[src/rtl/mem_access_ctrl_pkg.sv]
`default_nettype none
// ============================================================================
// Module   : mem_access_ctrl_pkg
// Purpose  : Shared MEM-stage types: load/store kind, access FSM states,
//            dbus size codes and request/response structs.
// Revision : 1.0 - initial release
// ============================================================================
package mem_access_ctrl_pkg;

    typedef enum logic [2:0] {
        LS_NONE    = 3'd0,
        LS_BTYE    = 3'd1,
        LS_BTYE_U  = 3'd2,
        LS_HALFW   = 3'd3,
        LS_HALFW_U = 3'd4,
        LS_WORD    = 3'd5
    } ls_t;

    typedef enum logic [1:0] {
        ST_IDLE = 2'd0,
        ST_REQ  = 2'd1,
        ST_WAIT = 2'd2,
        ST_DONE = 2'd3
    } mem_state_t;

    localparam logic [1:0] MSIZE_1 = 2'd0;
    localparam logic [1:0] MSIZE_2 = 2'd1;
    localparam logic [1:0] MSIZE_4 = 2'd2;

    typedef struct packed {
        logic        valid;
        logic [1:0]  size;
        logic [3:0]  strobe;
        logic [31:0] data;
    } dbus_req_t;

    typedef struct packed {
        logic        addr_ok;
        logic        data_ok;
        logic [31:0] data;
    } dbus_resp_t;

    function automatic logic is_misaligned(input ls_t ls, input logic [1:0] lo);
        case (ls)
            LS_HALFW, LS_HALFW_U: return lo[0];
            LS_WORD:              return lo != 2'b00;
            default:              return 1'b0;
        endcase
    endfunction

endpackage
`default_nettype wire

[src/rtl/mem_access_ctrl_data_align.sv]
`default_nettype none
// ============================================================================
// Module   : mem_data_align
// Purpose  : Combinational store lane/strobe generation and load byte/half
//            extraction with sign or zero extension.
// Revision : 1.0 - initial release
// ============================================================================
module mem_data_align
    import mem_access_ctrl_pkg::*;
(
    input  ls_t         st_ls,
    input  logic        st_we,
    input  logic [1:0]  st_addr_lo,
    input  logic [31:0] wdata,
    output logic [1:0]  st_size,
    output logic [3:0]  st_strobe,
    output logic [31:0] st_data,
    input  ls_t         ld_ls,
    input  logic        ld_we,
    input  logic [1:0]  ld_addr_lo,
    input  logic [31:0] ld_raw,
    output logic [31:0] ld_data
);

    logic [7:0]  w_byte;
    logic [15:0] w_half;

    always_comb begin
        st_size   = MSIZE_4;
        st_strobe = 4'b1111;
        st_data   = wdata;
        case (st_ls)
            LS_BTYE, LS_BTYE_U: begin
                st_size   = MSIZE_1;
                st_strobe = 4'b0001 << st_addr_lo;
                st_data   = {4{wdata[7:0]}};
            end
            LS_HALFW, LS_HALFW_U: begin
                st_size   = MSIZE_2;
                st_strobe = 4'b0011 << st_addr_lo;
                st_data   = {2{wdata[15:0]}};
            end
            default: ;
        endcase
        if (!st_we) st_strobe = 4'b0000;
    end

    // Halfword addresses reaching here are always even, so lo[1] picks the lane.
    always_comb begin
        case (ld_addr_lo)
            2'd0:    w_byte = ld_raw[7:0];
            2'd1:    w_byte = ld_raw[15:8];
            2'd2:    w_byte = ld_raw[23:16];
            default: w_byte = ld_raw[31:24];
        endcase
        w_half = ld_addr_lo[1] ? ld_raw[31:16] : ld_raw[15:0];
    end

    always_comb begin
        case (ld_ls)
            LS_BTYE:    ld_data = {{24{w_byte[7]}}, w_byte};
            LS_BTYE_U:  ld_data = {24'd0, w_byte};
            LS_HALFW:   ld_data = {{16{w_half[15]}}, w_half};
            LS_HALFW_U: ld_data = {16'd0, w_half};
            default:    ld_data = ld_raw;
        endcase
        if (ld_we) ld_data = 32'd0;
    end

endmodule
`default_nettype wire

[src/rtl/mem_access_ctrl.sv]
`default_nettype none
// ============================================================================
// Module   : mem_access_ctrl
// Purpose  : MEM-stage data-bus sequencer: one access per instruction with
//            pipeline stall and extended load data. Optional macro
//            MEM_ALIGN_CHECK_EN traps misaligned accesses instead of issuing.
// Revision : 1.0 - initial release
// ============================================================================
module mem_access_ctrl
    import mem_access_ctrl_pkg::*;
#(
    parameter int ADDR_WIDTH = 32
) (
    input  logic                  clk,
    input  logic                  resetn,
    input  logic                  req_valid,
    input  ls_t                   ls_flag,
    input  logic                  mem_write_en,
    input  logic [ADDR_WIDTH-1:0] addr,
    input  logic [31:0]           wdata,
    output logic                  stall,
    output logic                  done,
    output logic [31:0]           rdata,
    output logic                  addr_err,
    output logic                  dreq_valid,
    output logic [ADDR_WIDTH-1:0] dreq_addr,
    output logic [1:0]            dreq_size,
    output logic [3:0]            dreq_strobe,
    output logic [31:0]           dreq_data,
    input  logic                  dresp_addr_ok,
    input  logic                  dresp_data_ok,
    input  logic [31:0]           dresp_data
);

    mem_state_t            r_state;
    ls_t                   r_ls;
    logic                  r_we;
    logic [ADDR_WIDTH-1:0] r_addr;
    dbus_req_t             r_req;
    logic                  r_done;
    logic [31:0]           r_rdata;

    dbus_resp_t            w_resp;
    logic                  w_mem_op;
    logic                  w_misaligned;
    logic [ADDR_WIDTH-1:0] w_issue_addr;
    logic [1:0]            w_st_size;
    logic [3:0]            w_st_strobe;
    logic [31:0]           w_st_data;
    logic [31:0]           w_ld_data;

    assign w_resp   = '{addr_ok: dresp_addr_ok, data_ok: dresp_data_ok, data: dresp_data};
    assign w_mem_op = req_valid && (ls_flag != LS_NONE);

`ifdef MEM_ALIGN_CHECK_EN
    logic r_addr_err;
    assign w_misaligned = is_misaligned(ls_flag, addr[1:0]);
    assign w_issue_addr = addr;
    assign addr_err     = r_addr_err;
`else
    logic w_word;
    logic w_half;
    assign w_word       = (ls_flag == LS_WORD);
    assign w_half       = (ls_flag == LS_HALFW) || (ls_flag == LS_HALFW_U);
    assign w_misaligned = 1'b0;
    // Without trapping, misaligned accesses are silently rounded down.
    assign w_issue_addr = {addr[ADDR_WIDTH-1:2], addr[1] & ~w_word, addr[0] & ~(w_word | w_half)};
    assign addr_err     = 1'b0;
`endif

    mem_data_align u_align (
        .st_ls      (ls_flag),
        .st_we      (mem_write_en),
        .st_addr_lo (w_issue_addr[1:0]),
        .wdata      (wdata),
        .st_size    (w_st_size),
        .st_strobe  (w_st_strobe),
        .st_data    (w_st_data),
        .ld_ls      (r_ls),
        .ld_we      (r_we),
        .ld_addr_lo (r_addr[1:0]),
        .ld_raw     (w_resp.data),
        .ld_data    (w_ld_data)
    );

    always_ff @(posedge clk or negedge resetn) begin
        if (!resetn) begin
            r_state    <= ST_IDLE;
            r_ls       <= LS_NONE;
            r_we       <= 1'b0;
            r_addr     <= '0;
            r_req      <= '0;
            r_done     <= 1'b0;
            r_rdata    <= '0;
`ifdef MEM_ALIGN_CHECK_EN
            r_addr_err <= 1'b0;
`endif
        end else begin
            case (r_state)
                ST_IDLE: begin
                    if (w_mem_op) begin
                        r_ls   <= ls_flag;
                        r_we   <= mem_write_en;
                        r_addr <= w_issue_addr;
                        if (w_misaligned) begin
                            r_state    <= ST_DONE;
                            r_done     <= 1'b1;
                            r_rdata    <= '0;
`ifdef MEM_ALIGN_CHECK_EN
                            r_addr_err <= 1'b1;
`endif
                        end else begin
                            r_state      <= ST_REQ;
                            r_req.valid  <= 1'b1;
                            r_req.size   <= w_st_size;
                            r_req.strobe <= w_st_strobe;
                            r_req.data   <= w_st_data;
                        end
                    end
                end
                // data_ok without addr_ok is a slave protocol violation and is ignored here.
                ST_REQ: begin
                    if (w_resp.addr_ok) begin
                        r_req.valid <= 1'b0;
                        if (w_resp.data_ok) begin
                            r_state <= ST_DONE;
                            r_done  <= 1'b1;
                            r_rdata <= w_ld_data;
                        end else begin
                            r_state <= ST_WAIT;
                        end
                    end
                end
                ST_WAIT: begin
                    if (w_resp.data_ok) begin
                        r_state <= ST_DONE;
                        r_done  <= 1'b1;
                        r_rdata <= w_ld_data;
                    end
                end
                ST_DONE: begin
                    r_state    <= ST_IDLE;
                    r_done     <= 1'b0;
`ifdef MEM_ALIGN_CHECK_EN
                    r_addr_err <= 1'b0;
`endif
                end
                default: r_state <= ST_IDLE;
            endcase
        end
    end

    assign stall       = ((r_state == ST_IDLE) && w_mem_op) || (r_state == ST_REQ) || (r_state == ST_WAIT);
    assign done        = r_done;
    assign rdata       = r_rdata;
    assign dreq_valid  = r_req.valid;
    assign dreq_addr   = r_addr;
    assign dreq_size   = r_req.size;
    assign dreq_strobe = r_req.strobe;
    assign dreq_data   = r_req.data;

endmodule
`default_nettype wire

[config.mk]
export PLATFORM = sky130hd
export DESIGN_NAME = mem_access_ctrl
export DESIGN_NICKNAME = d
export VERILOG_FILES = /design/src/rtl/mem_access_ctrl_pkg.sv /design/src/rtl/mem_access_ctrl_data_align.sv /design/src/rtl/mem_access_ctrl.sv
export SDC_FILE = /design/constraint.sdc
export NUM_CORES = 1
export LEC_CHECK = 0
export CAP_MARGIN = 30
export CORE_AREA = 2 2 121 123
export DETAILED_ROUTE_END_ITERATION = 7
export DIE_AREA = 0 0 123 125
export MAX_ROUTING_LAYER = met4
export PLACE_DENSITY_LB_ADDON = 0.08
export SKIP_LAST_GASP = 1
export SYNTH_ARGS = -nofsm -noshare
export SYNTH_HDL_FRONTEND = slang
export SYNTH_SLANG_ARGS = --single-unit
export TNS_END_PERCENT = 5
[constraint.sdc]
create_clock -name clk -period 1.75 [get_ports clk]
set_input_delay 0.35 -clock clk [delete_from_list [all_inputs] [get_ports clk]]
set_output_delay 0.35 -clock clk [all_outputs]
set_load 0.02 [all_outputs]
=== After elaboration in Yosys (flattened, before gate mapping) ===
Index checks and enable logic that the tools add are counted.

* Bits in latches: 0
* ROM bits: 0
* Input bits: 105
* Memories: 0
* Output and inout port bits: 106
* Memory bits (writable): 0
* Logic and storage cells: 74
* Register bits after elaboration: 110

* Add/subtract/negate cells: 0
* Reduce and logical (&&, ||, !) cells: 17
* Shift-type cells: 2
* Multiply operators: 0
* Multiplexer cells: 22
* $lt $le $gt $ge: 0
* Bitwise gates (word level): 6
* Div/mod/pow operators: 0
* Equality and inequality tests: 17

{| class="wikitable"
|+ Operators by type and width
! cell !! number
|-
| 32-bit case mux with 2 select lines || 2
|-
| 32-bit case mux with 4 select lines || 1
|-
| 32-bit two-way mux || 3
|-
| 39-bit two-way mux || 1
|-
| 8-bit case mux with 3 select lines || 1
|-
| 16-bit two-way mux || 1
|-
| 3-bit by 2-bit equality test with 1-bit output, second input constant || 4
|-
| 3-bit equality test, second input constant || 3
|-
| 2-bit case mux with 4 select lines || 1
|-
| 4-bit case mux with 2 select lines || 1
|-
| 2-bit equality test, second input constant || 3
|-
| 3-bit by 1-bit equality test with 1-bit output, second input constant || 2
|-
| 2-bit two-way mux || 3
|-
| 2-bit inequality test, second input constant || 3
|-
| 2-bit AND reduction || 3
|-
| 3-bit AND reduction || 2
|-
| 2-bit by 1-bit equality test with 1-bit output, second input constant || 2
|-
| 2-bit zero test || 2
|-
| 1-bit two-way mux || 4
|-
| 4-bit two-way mux || 1
|-
| 2-bit case mux with 2 select lines || 1
|-
| 2-bit nonzero test || 2
|-
| 2-bit OR reduction || 2
|-
| 1-bit by 2-bit left shift with 4-bit output, first input constant || 1
|-
| 9 further kinds || 15
|}

=== Depth between registers and ports, before layout ===
* Depth in word-level cells: 10
* Gate-level depth with buffers: 7
* Depth with buffers taken out: 6

=== Modules after synthesis ===
A second synthesis with hierarchy kept.

* Cell total of the unflattened synthesis: 501
* Area total of the unflattened synthesis: 6142.1 µm²

{| class="wikitable"
|+ Modules (own cells, without submodules)
! module !! times used !! seq. area each (µm²) !! cells each !! area each (µm²)
|-
| mem_access_ctrl || 1 || 2752.6 || 262 || 4314.1
|-
| mem_data_align || 1 || 0.0 || 239 || 1828.0
|}

=== Worst setup path after synthesis ===
Ideal clock, no wire load.

* Path type: reg-to-reg
* From: reg r_addr[1] (netlist: dreq_addr[1])
* To: reg r_rdata[21] (netlist: rdata[21])
* Stages on the path, launching flop included: 7
* Period minus slack after synthesis: 2.054 ns
* Arrival time: 1.935 ns
* Library setup time: 0.119 ns
* Buffers on the path: 2
* Data required time: 1.631 ns
* Setup slack: -0.304 ns
* Cells stage by stage: dfrtp_1 buf_6 mux4_2 o21a_1 o311ai_4 buf_6 o21ai_2

* Word-level cells in the longest chain between the ends: 7
* Elaborated cells on any way between the ends: 10
* Classes of those cells: 2 x eq/ne; 7 x mux; 1 x reduce/logical

{| class="wikitable"
|+ RTL lines
! item !! line !! RTL
|-
| start: declaration || mem_access_ctrl.sv:38 || <nowiki>logic [ADDR_WIDTH-1:0] r_addr;</nowiki>
|-
| start signal: assignment || mem_access_ctrl.sv:104 || <nowiki>r_addr <= w_issue_addr;</nowiki>
|-
| 2-bit equality test (tied with other cells) || mem_access_ctrl_data_align.sv:50 || <nowiki>case (ld_addr_lo)</nowiki>
|-
| 8-bit case mux with 3 select lines || mem_access_ctrl_data_align.sv:50 ||
|-
| 32-bit case mux with 4 select lines * || mem_access_ctrl_data_align.sv:60 || <nowiki>case (ld_ls)</nowiki>
|-
| 32-bit two-way mux * || mem_access_ctrl_data_align.sv:67 || <nowiki>if (ld_we) ld_data = 32'd0;</nowiki>
|-
| 32-bit two-way mux * || mem_access_ctrl.sv:125, mem_access_ctrl.sv:135 ||
|-
| 32-bit two-way mux || mem_access_ctrl.sv:123 || <nowiki>if (w_resp.addr_ok) begin</nowiki>
|-
| 32-bit case mux with 2 select lines * || mem_access_ctrl.sv:99 || <nowiki>case (r_state)</nowiki>
|-
| end signal: assignment || mem_access_ctrl.sv:128 || <nowiki>r_rdata <= w_ld_data;</nowiki>
|-
| end signal: assignment || mem_access_ctrl.sv:138 || <nowiki>r_rdata <= w_ld_data;</nowiki>
|-
| end: declaration || mem_access_ctrl.sv:41 || <nowiki>logic [31:0] r_rdata;</nowiki>
|}

Mark *: on every way between the ends. The rest lies on a longest branch, timed or not. The select of a mux whose other input is x is not followed.
A chain may end at the register's enable or synchronous reset.

=== Worst setup path after layout ===
* From: reg r_state[0]
* To: out stall

* Word-level cells in the longest chain between the ends: 4
* Elaborated cells on any way between the ends: 6
* Classes of those cells: 2 x eq/ne; 4 x reduce/logical

{| class="wikitable"
|+ RTL lines
! item !! line !! RTL
|-
| start: declaration || mem_access_ctrl.sv:35 || <nowiki>mem_state_t r_state;</nowiki>
|-
| start signal: assignment || mem_access_ctrl.sv:88 || <nowiki>r_state <= ST_IDLE;</nowiki>
|-
| start signal: assignment || mem_access_ctrl.sv:106 || <nowiki>r_state <= ST_DONE;</nowiki>
|-
| start signal: assignment || mem_access_ctrl.sv:113 || <nowiki>r_state <= ST_REQ;</nowiki>
|-
| 2-bit zero test || mem_access_ctrl.sv:153 || <nowiki>assign stall = ((r_state == ST_IDLE) && w_mem_op) || (r_state == ST_REQ) || (r_state == ST_WAIT);</nowiki>
|-
| 1-bit logical AND || mem_access_ctrl.sv:153 ||
|-
| 1-bit logical OR || mem_access_ctrl.sv:153 ||
|-
| 1-bit logical OR * || mem_access_ctrl.sv:153 ||
|-
| end: declaration || mem_access_ctrl.sv:21 || <nowiki>output logic stall,</nowiki>
|}

Mark *: on every way between the ends. The rest lies on a longest branch, timed or not.

==> out/summary.txt <==
STATUS
----------------------------------------------------------------------------------------
Run status ................................................................ finished, violations left
Violated checks ........................................................... negative setup slack

GRT
----------------------------------------------------------------------------------------
Number of antenna violations at the first check in global routing .........            0
GRT met3 Usage ............................................................        4.29%
Fraction of met2 tracks used by global routing ............................        39.0%
Met1 GRT Util .............................................................        29.0%
Largest net degree at the start of global routing .........................           66
Layer with the highest usage ..............................................         met2
Via count of the first global-routing pass ................................         5578
First-pass GRT wire length ................................................     27700 um
Global route overflow .....................................................            0
Global-route usage over all layers ........................................        23.4%

FLOORPLAN
----------------------------------------------------------------------------------------
Die footprint .............................................................  15400 sq um
Width of the die ..........................................................       123 um
Area of the core region ...................................................  14200 sq um
Number of placed I/O pins .................................................          211
Row Count .................................................................           44
Vertical die dimension ....................................................       125 um
Starting density of the core ..............................................        39.8%

PLACEMENT
----------------------------------------------------------------------------------------
Port Buf Inserts ..........................................................          209
DP Area ...................................................................   8430 sq um
DP Worst Slack ............................................................    -0.848 ns
Global placer's final weighted congestion .................................        0.844
Detailed Place HPWL .......................................................     12900 um

LOGIC SYNTHESIS
----------------------------------------------------------------------------------------
Top post-synthesis cells by area .......................................... dfrtp_1 (49%), nand2_1 (12%), o21ai_0 (4.7%)
Post-synth net total ......................................................          725
Cell type with the highest aggregate area in the netlist ..................      dfrtp_1
Count of cell types in the netlist ........................................           51
Number of warnings reported in the yosys synthesis log ....................            0
EDFF count, synth .........................................................            0
Cell count after synthesis ................................................          615
Post-synth top cells ...................................................... nand2_1 (185), dfrtp_1 (110), o21ai_0 (53)
Fraction of synthesized cell area taken by the top area cell type .........        48.7%
Proportion of synthesized chip area in sequential cells ...................        48.7%
Number of flip-flops and latches in the synthesized netlist ...............          110
Proportion of synthesized flip-flops having asynchronous set or reset .....         100%
Mapped Area ...............................................................   5650 sq um
Post-Synthesis Mean Instance Area .........................................   9.19 sq um
Top_reg_cell synth ........................................................      dfrtp_1
Most frequent cell after synthesis ........................................      nand2_1

ROUTING
----------------------------------------------------------------------------------------
Number of routed nets with antenna violations .............................            0
Number of search-and-repair iterations in the first detailed-routing pass .            4
DRC viols .................................................................            0
Per-cell via count in the routed design ...................................         5.17
Wire length reported by the detailed router ...............................     17100 um
Routed len/inst ...........................................................      16.2 um
Detailed Route Iter0 Violations ...........................................          237
Via count .................................................................         5450

FINISH
----------------------------------------------------------------------------------------
Final nets ................................................................          976
Share of post-route cells with drive strength above 1 .....................        15.7%
Post-Route Utilization ....................................................        61.9%
Diode count ...............................................................            0
Fillers ...................................................................         1257
Area growth from synthesis to layout ......................................        55.6%
Post-Layout Inst Area .....................................................   8800 sq um

SETUP PATH
----------------------------------------------------------------------------------------
Type of element capturing the critical path ............................... primary output
Critical path class .......................................................      reg2out
Signal arrival time at the worst endpoint .................................      1.61 ns
Worst R2R Setup Slack .....................................................     -0.14 ns
Timing endpoint of the critical path ......................................        stall
Critical Path Start Type ..................................................     register
Worst Reg2Reg Path Length in Cells ........................................            9
Required arrival time at the worst endpoint ...............................      1.40 ns
Launch point of the worst reg-to-reg path .................................   r_state[0]
Reg2Reg Capture Point .....................................................    rdata[19]
Crit-path max FO ..........................................................            3
Origin of the worst setup path ............................................   r_state[0]

STA
----------------------------------------------------------------------------------------
Min setup slack post-route ................................................    -0.214 ns
Setup repair after global routing missed its margin .......................          yes
Final number of setup-violating endpoints .................................           35
Slew at the pin with the worst max-slew slack .............................     0.668 ns
Tmin final ................................................................      1.96 ns
Hold Violations, Final ....................................................            0
Tightest slew margin relative to the limit ................................        55.2%
Final count of pins violating max slew ....................................            0
Crit share post-route .....................................................         112%
Fmax achieved .............................................................      509 MHz
Clock skew after layout ...................................................   0.00777 ns

CLOCKING
----------------------------------------------------------------------------------------
Sinks on Clock Net ........................................................          110
Number of buffers inserted during clock tree synthesis ....................            9
CTS tree ..................................................................        built
Clock latency of the later-clocked register in the worst-skew pair ........      0.35 ns
Clock root cell ...........................................................    clkbuf_16
Clock-pin slew on the worst setup and hold paths ..........................      0.07 ns
Clock Path Buffers ........................................................            2
Deepest level of the CTS H-tree ...........................................            3

POWER AND IR DROP
----------------------------------------------------------------------------------------
Power per cell area ....................................................... 1700 nW/um^2
Static leakage ............................................................      3.90 nW
Max rail drop VDD .........................................................     0.829 mV

JOB
----------------------------------------------------------------------------------------
MaxCap Viol Count .........................................................            0

MIN PATH
----------------------------------------------------------------------------------------
Type of the most critical hold path .......................................     in2async

-- cells in the final DEF, fill, tap and decap left out, types with 7 or more instances in the layout --
| cell | n |
|---|---|
| dfrtp_1 | 109 |
| o31ai_1 | 10 |
| mux2_2 | 15 |
| o22a_1 | 7 |
| clkbuf_16 | 9 |
| o21ai_0 | 50 |
| o21ai_2 | 10 |
| buf_12 | 7 |
| mux2i_1 | 19 |
| clkdlybuf4s50_1 | 203 |
| o211ai_1 | 8 |
| mux4_2 | 8 |
| nor2_1 | 34 |
| buf_4 | 66 |
| nand2_1 | 185 |
| nor2b_1 | 7 |
| a31oi_1 | 10 |
| a21oi_1 | 19 |
-- cell families after synthesis --
logic type	Yosys count	share of synthesized area, %
AND/OR/NAND/NOR	251	18.3
AO/OA/AOI/OAI	151	17.8
flip-flops	110	48.7
XOR/XNOR	4	0.620
multiplexers	42	9.54
buffers and inverters	51	3.87
other	1	0.0663
adder cells (fa/ha/maj)	5	1.11
-- layout make-up --
type | count | area, sq um | share of cell area, %
Clock inverter | 6 | 83.8 | 0.953
Timing Repair Buffer | 283 | 2740 | 31.1
Tap cell | 184 | 230 | 2.62
Multi-Input combinational cell | 454 | 2730 | 31.1
Sequential cell | 110 | 2750 | 31.3
Clock buffer | 10 | 229 | 2.60
Inverter | 8 | 30.0 | 0.341
-- flip-flops by register name, indices dropped and copies added (netlist names), 2 cells and up --
register and count:
rdata 32, r_state 2, dreq_strobe 4, dreq_size 2, dreq_addr 32, dreq_data 32
r_ls 3
-- power breakdown --
part	switching, W	internal (W)	leakage [nW]	total, W
Clock	0.000917	0.00125	0.157	0.00217
Combinational	0.00440	0.00401	2.37	0.00841
Sequential	0.000679	0.00369	1.37	0.00437
Total	0.00600	0.00895	3.90	0.0149
-- worst max-delay path: stages, from the launching register on --
cell     delay, ns
dfrtp_1       0.37
inv_2         0.06
buf_4         0.15
ha_4          0.17
or3_4         0.38
buf_6         0.14
-- metrics by stage --
stage	std cells	total power, W	setup TNS [ns]	hold WS [ns]
after floorplan	615	0.00876	-3.47	0.0544
after global placement	1038	0.0126	-38.14	0.217
after detailed placement	1038	0.0128	-39.81	0.218
after CTS	1055	0.0150	-3.67	0.396
after global routing	1055	0.0160	-7.56	0.412
final	1055	0.0149	-3.82	0.390
-- how the worst min path moves through the flow --
| stage | from | end | slack, ns | depth (start not counted) |
|---|---|---|---|---|
| CTS | resetn | done | 0.40 | 2 |
| global route | resetn | done | 0.41 | 2 |
| global placement | resetn | done | 0.22 | 1 |
| detailed placement | resetn | done | 0.22 | 1 |
| floorplan | resetn | done | 0.05 | 0 |
| finish | resetn | done | 0.39 | 2 |
-- per-layer routing --
metal | share of wire (%) | vias to the layer above
met2 | 50 | 162
met4 | 1.7 | 0
met5 | 0 | -
li1 | - | 2639
met3 | 5.9 | 17
met1 | 42 | 2632
-- what timing repair did --
item	in CTS	in global routing
setup buffers	0	0
hold buffers	1	0
pin swaps	3	4
resized for setup	17	8
endpoints found under the setup margin	64	52
hold endpoints to repair	10	0
Note: power is estimated with default switching activity, not from simulation.
